`src/rtl/mux_nx1_stream_if.sv`:
```
// Stream bundle for mux_nx1_stream.
// Carries the N input channels (select, data, valid, ready back) and the single
// registered output channel (data, channel id, valid, ready in).
//   master : the surrounding producers/consumer; drives i_*, observes o_*
//   slave  : the multiplexer itself; observes i_*, drives o_*
interface mux_nx1_stream_if #(
  parameter int unsigned DATA_WIDTH = 32,
  parameter int unsigned NUM_CH     = 3
);
  localparam int unsigned SEL_W = $clog2(NUM_CH);

  logic [SEL_W-1:0]             i_sel;
  logic [NUM_CH*DATA_WIDTH-1:0] i_data;
  logic [NUM_CH-1:0]            i_valid;
  logic [NUM_CH-1:0]            o_in_ready;
  logic [DATA_WIDTH-1:0]        o_data;
  logic [SEL_W-1:0]             o_ch;
  logic                         o_valid;
  logic                         i_ready;

  modport master (
    output i_sel, i_data, i_valid, i_ready,
    input  o_in_ready, o_data, o_ch, o_valid
  );

  modport slave (
    input  i_sel, i_data, i_valid, i_ready,
    output o_in_ready, o_data, o_ch, o_valid
  );
endinterface

```
`src/rtl/mux_nx1_stream.sv`:
```
// N-to-1 stream multiplexer with a single registered output stage.
// Channel choice is explicit (i_sel) when RR_MODE=0, or round-robin among the
// valid channels when RR_MODE=1. The output register holds each beat until the
// consumer takes it; a new beat may be captured in the same cycle as an accept.
// Ports:
//   i_clk    clock, rising edge
//   i_rst_n  asynchronous active-low reset
//   bus      slave side of mux_nx1_stream_if:
//              i_sel, i_data, i_valid, i_ready in;
//              o_in_ready, o_data, o_ch, o_valid out
module mux_nx1_stream #(
  parameter int unsigned DATA_WIDTH = 32,
  parameter int unsigned NUM_CH     = 3,
  parameter bit          RR_MODE    = 1'b0
) (
  input logic                i_clk,
  input logic                i_rst_n,
  mux_nx1_stream_if.slave    bus
);

  localparam int unsigned SEL_W = $clog2(NUM_CH);

  logic [DATA_WIDTH-1:0] ch_data [NUM_CH];

  logic                  valid_q, valid_d;
  logic [DATA_WIDTH-1:0] data_q,  data_d;
  logic [SEL_W-1:0]      ch_q,    ch_d;
  // Last granted channel; the search for the next grant starts just after it.
  logic [SEL_W-1:0]      ptr_q,   ptr_d;

  logic                  space;
  logic                  grant_vld;
  logic [SEL_W-1:0]      grant_idx;
  logic [NUM_CH-1:0]     in_ready;
  logic                  xfer_in;
  logic                  accept_out;

  for (genvar k = 0; k < NUM_CH; k++) begin : g_unpack
    assign ch_data[k] = bus.i_data[k*DATA_WIDTH +: DATA_WIDTH];
  end

  // Register is free if empty, or if its beat leaves this cycle.
  assign space      = ~valid_q | bus.i_ready;
  assign accept_out = valid_q & bus.i_ready;

  always_comb begin : p_grant
    int unsigned      idx;
    logic [SEL_W-1:0] cand;
    grant_vld = 1'b0;
    grant_idx = '0;
    idx       = 0;
    cand      = '0;
    if (RR_MODE) begin
      // First valid channel at ptr+1, ptr+2, ... wrapping; ptr itself is last.
      for (int unsigned off = 1; off <= NUM_CH; off++) begin
        idx  = (32'(ptr_q) + off) % NUM_CH;
        cand = SEL_W'(idx);
        if (!grant_vld && bus.i_valid[cand]) begin
          grant_vld = 1'b1;
          grant_idx = cand;
        end
      end
    end else begin
      // Out-of-range selects fall back to channel 0.
      grant_vld = 1'b1;
      if (32'(bus.i_sel) < NUM_CH) begin
        grant_idx = bus.i_sel;
      end
    end
  end

  always_comb begin
    in_ready = '0;
    if (grant_vld) begin
      in_ready[grant_idx] = space;
    end
  end

  assign xfer_in = grant_vld & bus.i_valid[grant_idx] & space;

  always_comb begin
    valid_d = valid_q;
    data_d  = data_q;
    ch_d    = ch_q;
    ptr_d   = ptr_q;
    if (xfer_in) begin
      valid_d = 1'b1;
      data_d  = ch_data[grant_idx];
      ch_d    = grant_idx;
      if (RR_MODE) begin
        ptr_d = grant_idx;
      end
    end else if (accept_out) begin
      // Data and channel id are left as-is; only the valid flag drops.
      valid_d = 1'b0;
    end
  end

  always_ff @(posedge i_clk or negedge i_rst_n) begin
    if (!i_rst_n) begin
      valid_q <= 1'b0;
      data_q  <= '0;
      ch_q    <= '0;
      ptr_q   <= SEL_W'(NUM_CH - 1);
    end else begin
      valid_q <= valid_d;
      data_q  <= data_d;
      ch_q    <= ch_d;
      ptr_q   <= ptr_d;
    end
  end

  assign bus.o_in_ready = in_ready;
  assign bus.o_valid    = valid_q;
  assign bus.o_data     = data_q;
  assign bus.o_ch       = ch_q;

endmodule

```
`src/flat_wrapper.sv`:
```
// flat-port wrapper written by rule: the top's interface ports become plain ports
module mux_nx1_stream_flat 
#(
  parameter int unsigned DATA_WIDTH = 32,
  parameter int unsigned NUM_CH     = 3,
  parameter bit          RR_MODE    = 1'b0
)
  (i_clk, i_rst_n, bus_i_sel, bus_i_data, bus_i_valid, bus_i_ready, bus_o_in_ready, bus_o_data, bus_o_ch, bus_o_valid);
  mux_nx1_stream_if #(.DATA_WIDTH(DATA_WIDTH), .NUM_CH(NUM_CH)) bus_i ();
  input logic i_clk;
  input logic i_rst_n;
  input wire logic [$bits(bus_i.i_sel)-1:0] bus_i_sel;
  input wire logic [$bits(bus_i.i_data)-1:0] bus_i_data;
  input wire logic [$bits(bus_i.i_valid)-1:0] bus_i_valid;
  input wire logic [$bits(bus_i.i_ready)-1:0] bus_i_ready;
  output wire logic [$bits(bus_i.o_in_ready)-1:0] bus_o_in_ready;
  output wire logic [$bits(bus_i.o_data)-1:0] bus_o_data;
  output wire logic [$bits(bus_i.o_ch)-1:0] bus_o_ch;
  output wire logic [$bits(bus_i.o_valid)-1:0] bus_o_valid;
  assign bus_i.i_sel = bus_i_sel;
  assign bus_i.i_data = bus_i_data;
  assign bus_i.i_valid = bus_i_valid;
  assign bus_i.i_ready = bus_i_ready;
  assign bus_o_in_ready = bus_i.o_in_ready;
  assign bus_o_data = bus_i.o_data;
  assign bus_o_ch = bus_i.o_ch;
  assign bus_o_valid = bus_i.o_valid;
  mux_nx1_stream #(.DATA_WIDTH(DATA_WIDTH), .NUM_CH(NUM_CH), .RR_MODE(RR_MODE)) u_core (.i_clk(i_clk), .i_rst_n(i_rst_n), .bus(bus_i));
endmodule
```
`config.mk`:
```
export PLATFORM = sky130hd
export DESIGN_NAME = mux_nx1_stream_flat
export DESIGN_NICKNAME = d
export VERILOG_FILES = /design/src/rtl/mux_nx1_stream_if.sv /design/src/rtl/mux_nx1_stream.sv /design/src/flat_wrapper.sv
export SDC_FILE = /design/constraint.sdc
export NUM_CORES = 1
export LEC_CHECK = 0
export ABC_CLOCK_PERIOD_IN_PS = 1900
export CORE_MARGIN = 2
export CORE_UTILIZATION = 60
export CTS_CLUSTER_DIAMETER = 100
export DETAILED_ROUTE_END_ITERATION = 7
export DONT_BUFFER_PORTS = 1
export GPL_ROUTABILITY_DRIVEN = 1
export HOLD_SLACK_MARGIN = 0.05
export PLACE_DENSITY = 0.86
export SLEW_MARGIN = 20
export SYNTH_ARGS = -nofsm -noshare
export SYNTH_HDL_FRONTEND = slang
export SYNTH_SLANG_ARGS = --single-unit
```
`constraint.sdc`:
```
create_clock -name i_clk -period 1.9 [get_ports i_clk]
set_input_delay 0.38 -clock i_clk [delete_from_list [all_inputs] [get_ports i_clk]]
set_output_delay 0.38 -clock i_clk [all_outputs]
set_load 0.02 [all_outputs]
```
==> flow_summary.json <==
{
  "status": "complete, no violations",
  "finalWirelength_um": 4680,
  "synth_top_cell_area_share": 0.423,
  "syn_nets": 303,
  "syn_area_sq_um": 2070,
  "antenna_cells": 0,
  "slew_headroom": 0.550,
  "dp_slack_ns": -0.174,
  "synthTopCellsByArea": "dfrtp_1 42%, mux2_2 17%, mux2i_1 15%",
  "synth-async-reset-ratio": 1.00,
  "p_per_area_nw_per_um2": 968,
  "post_cts_buffers": 0,
  "std_cell_rows": 21,
  "drv_slew": 0,
  "synth_common_cells": "35 x dfrtp_1, 35 x nand2_1, 32 x mux2i_1, 32 x o21ai_0, 31 x mux2_2",
  "cts_root_buffer": "clkbuf_4",
  "hold_path_class": "input pin to flop",
  "nets": 303,
  "synth-edff-count": 0,
  "synth_top_cell_by_area": "dfrtp_1",
  "arrival_ns": 1.35,
  "cts-resized-gates": 0,
  "die_h_um": 62.8,
  "grt-ovfl-total": 0,
  "finalSetupViolCount": 0,
  "synthToLayoutAreaGrowth_pct": 9.54,
  "hpwlAfterDp_um": 3400,
  "setup_slack_ns": 0.165,
  "firstDrtPassIters": 4,
  "path_clk_slew_ns": 0.10,
  "drive_above_1_share": 0.254,
  "worstSetupStartpointType": "input pin",
  "cts_tree": "done",
  "num_io_pins": 142,
  "coreArea_sq_um": 3340,
  "cts_made_buffers": 5,
  "skew_ns": 0.00578,
  "max_freq_ghz": 0.576,
  "place.gp.congestion": 0.716,
  "avgSynthCellArea_sq_um": 10.6,
  "cts-htree-levels": 2,
  "hold_buffers": 2,
  "ant_nets": 0,
  "rsz0062_at_grt": "false",
  "synth.distinct_cells": 18,
  "netlist_instances": 196,
  "utilization": 0.680,
  "p_leak_uw": 0.000970,
  "irDropWorstVdd_v": 0.000501,
  "reg2reg_depth": 4,
  "grt_pass1_wl_um": 7670,
  "drc": 0,
  "grt_pass1_vias": 1616,
  "routed_via_density": 6.22,
  "cp_max_fo": 33,
  "hold_viol": 0,
  "worstHoldPathCells": 2,
  "yosysSeqAreaShare": 0.423,
  "setup_tns_ns": 0,
  "routedWlPerCell_um": 19.3,
  "use_met1": 0.261,
  "clock_path_buffers": 2,
  "grt_use_met3": 0.0865,
  "top_usage_layer": "met2",
  "grt_usage": 0.253,
  "numClockSinks": 35,
  "antenna_found_initial": 0,
  "fin_crit_ns": 1.73,
  "worstPathRequired_ns": 1.52,
  "synth_seq_cells": 35,
  "path_class": "input pin to output port",
  "io_buffers": 0,
  "dp.cells": 233,
  "dieArea_sq_um": 3940,
  "start_util": 0.621,
  "drv_cap": 0,
  "yosysWarnings": 0,
  "insertion_delay_ns": 0.34,
  "die_x_um": 62.8,
  "grt_use_met2": 0.446,
  "instances_no_fill": 243,
  "drtIter0Drc": 73,
  "finalPower_uw": 2200,
  "critPathCaptureType": "output port",
  "ys.flop_type": "dfrtp_1",
  "finalCritPeriodShare": 0.913,
  "worst_pin_slew_ns": 0.674,
  "via_count": 1511,
  "grt_max_degree": 38
}
## power breakdown
| part | internal [uW] | leakage, uW | switching (uW) |
|---|---|---|---|
| clock | 218 | 0.0000386 | 237 |
| combinational | 273 | 0.000509 | 189 |
| sequential | 921 | 0.000422 | 359 |
## cells in the final DEF, fill, tap and decap left out, drive strengths merged
cell type    synthesis  final
nand2               35     35
dfrtp               35     35
mux2                34     34
mux2i               32     32
o21ai               32     32
clkbuf               6      8
buf                  8      6
inv                  3      3
ha                   3      3
nand2b               2      2
and2                 2      2
nor2b                1      1
o211ai               1      1
o22ai                1      1
o2bb2ai              1      1
dlygate4sd3          0      1
## cells by family (layout without fill, tap and decap cells)
logic type,after synthesis,count (layout),synth area share
mux,66,66,0.341
compound gates,35,35,0.0948
fa+ha+maj,3,3,0.0181
buf+inv,17,18,0.0447
simple gates,40,40,0.0785
flops,35,35,0.423
## final timing paths
kind,slack [ns],start,to
max reg2reg,0.40,u_core.bus.o_valid,u_core.bus.o_data[20]
max in group asynchronous,1.23,i_rst_n,u_core.bus.o_data[2]
min,0.22,bus_i_valid[2],u_core.bus.o_ch[1]
min reg2reg,0.66,u_core.bus.o_ch[1],u_core.bus.o_ch[1]
max,0.17,bus_i_sel[1],bus_o_in_ready[1]
min in group asynchronous,0.48,i_rst_n,u_core.bus.o_data[11]
## critical path: stages
cell,delay (ns)
inv_4,0.04
ha_4,0.13
buf_4,0.46
and2_1,0.33
## state kept, by name, indices dropped and copies added (netlist names)
signal,cells
u_core.bus.o_data,32
u_core.bus.o_valid,1
u_core.bus.o_ch,2
## metal layers
| layer | vias to the layer above | share of wire |
|---|---|---|
| met1 | 713 | 0.36 |
| met2 | 96 | 0.53 |
| met4 | 0 | 0.032 |
| li1 | 687 | - |
| met5 | - | 0 |
| met3 | 15 | 0.086 |
## layout make-up
type / instances / area, sq um
Fill cell: 248 / 1070
Timing Repair Buffer: 7 / 92.6
Sequential cell: 35 / 876
Clock buffer: 8 / 68.8
Tap cell: 46 / 57.6
Inverter: 3 / 13.8
Multi-Input combinational cell: 144 / 1160
## stage by stage
step                hold slack, ns  area, sq um
finish                       0.219         2270
global route                 0.228         2270
CTS                          0.204         2260
detailed placement          0.0853         2170
global placement            0.0852         2170
floorplan                   0.0844         2130
No activity file was read; power rests on OpenSTA's default activity.
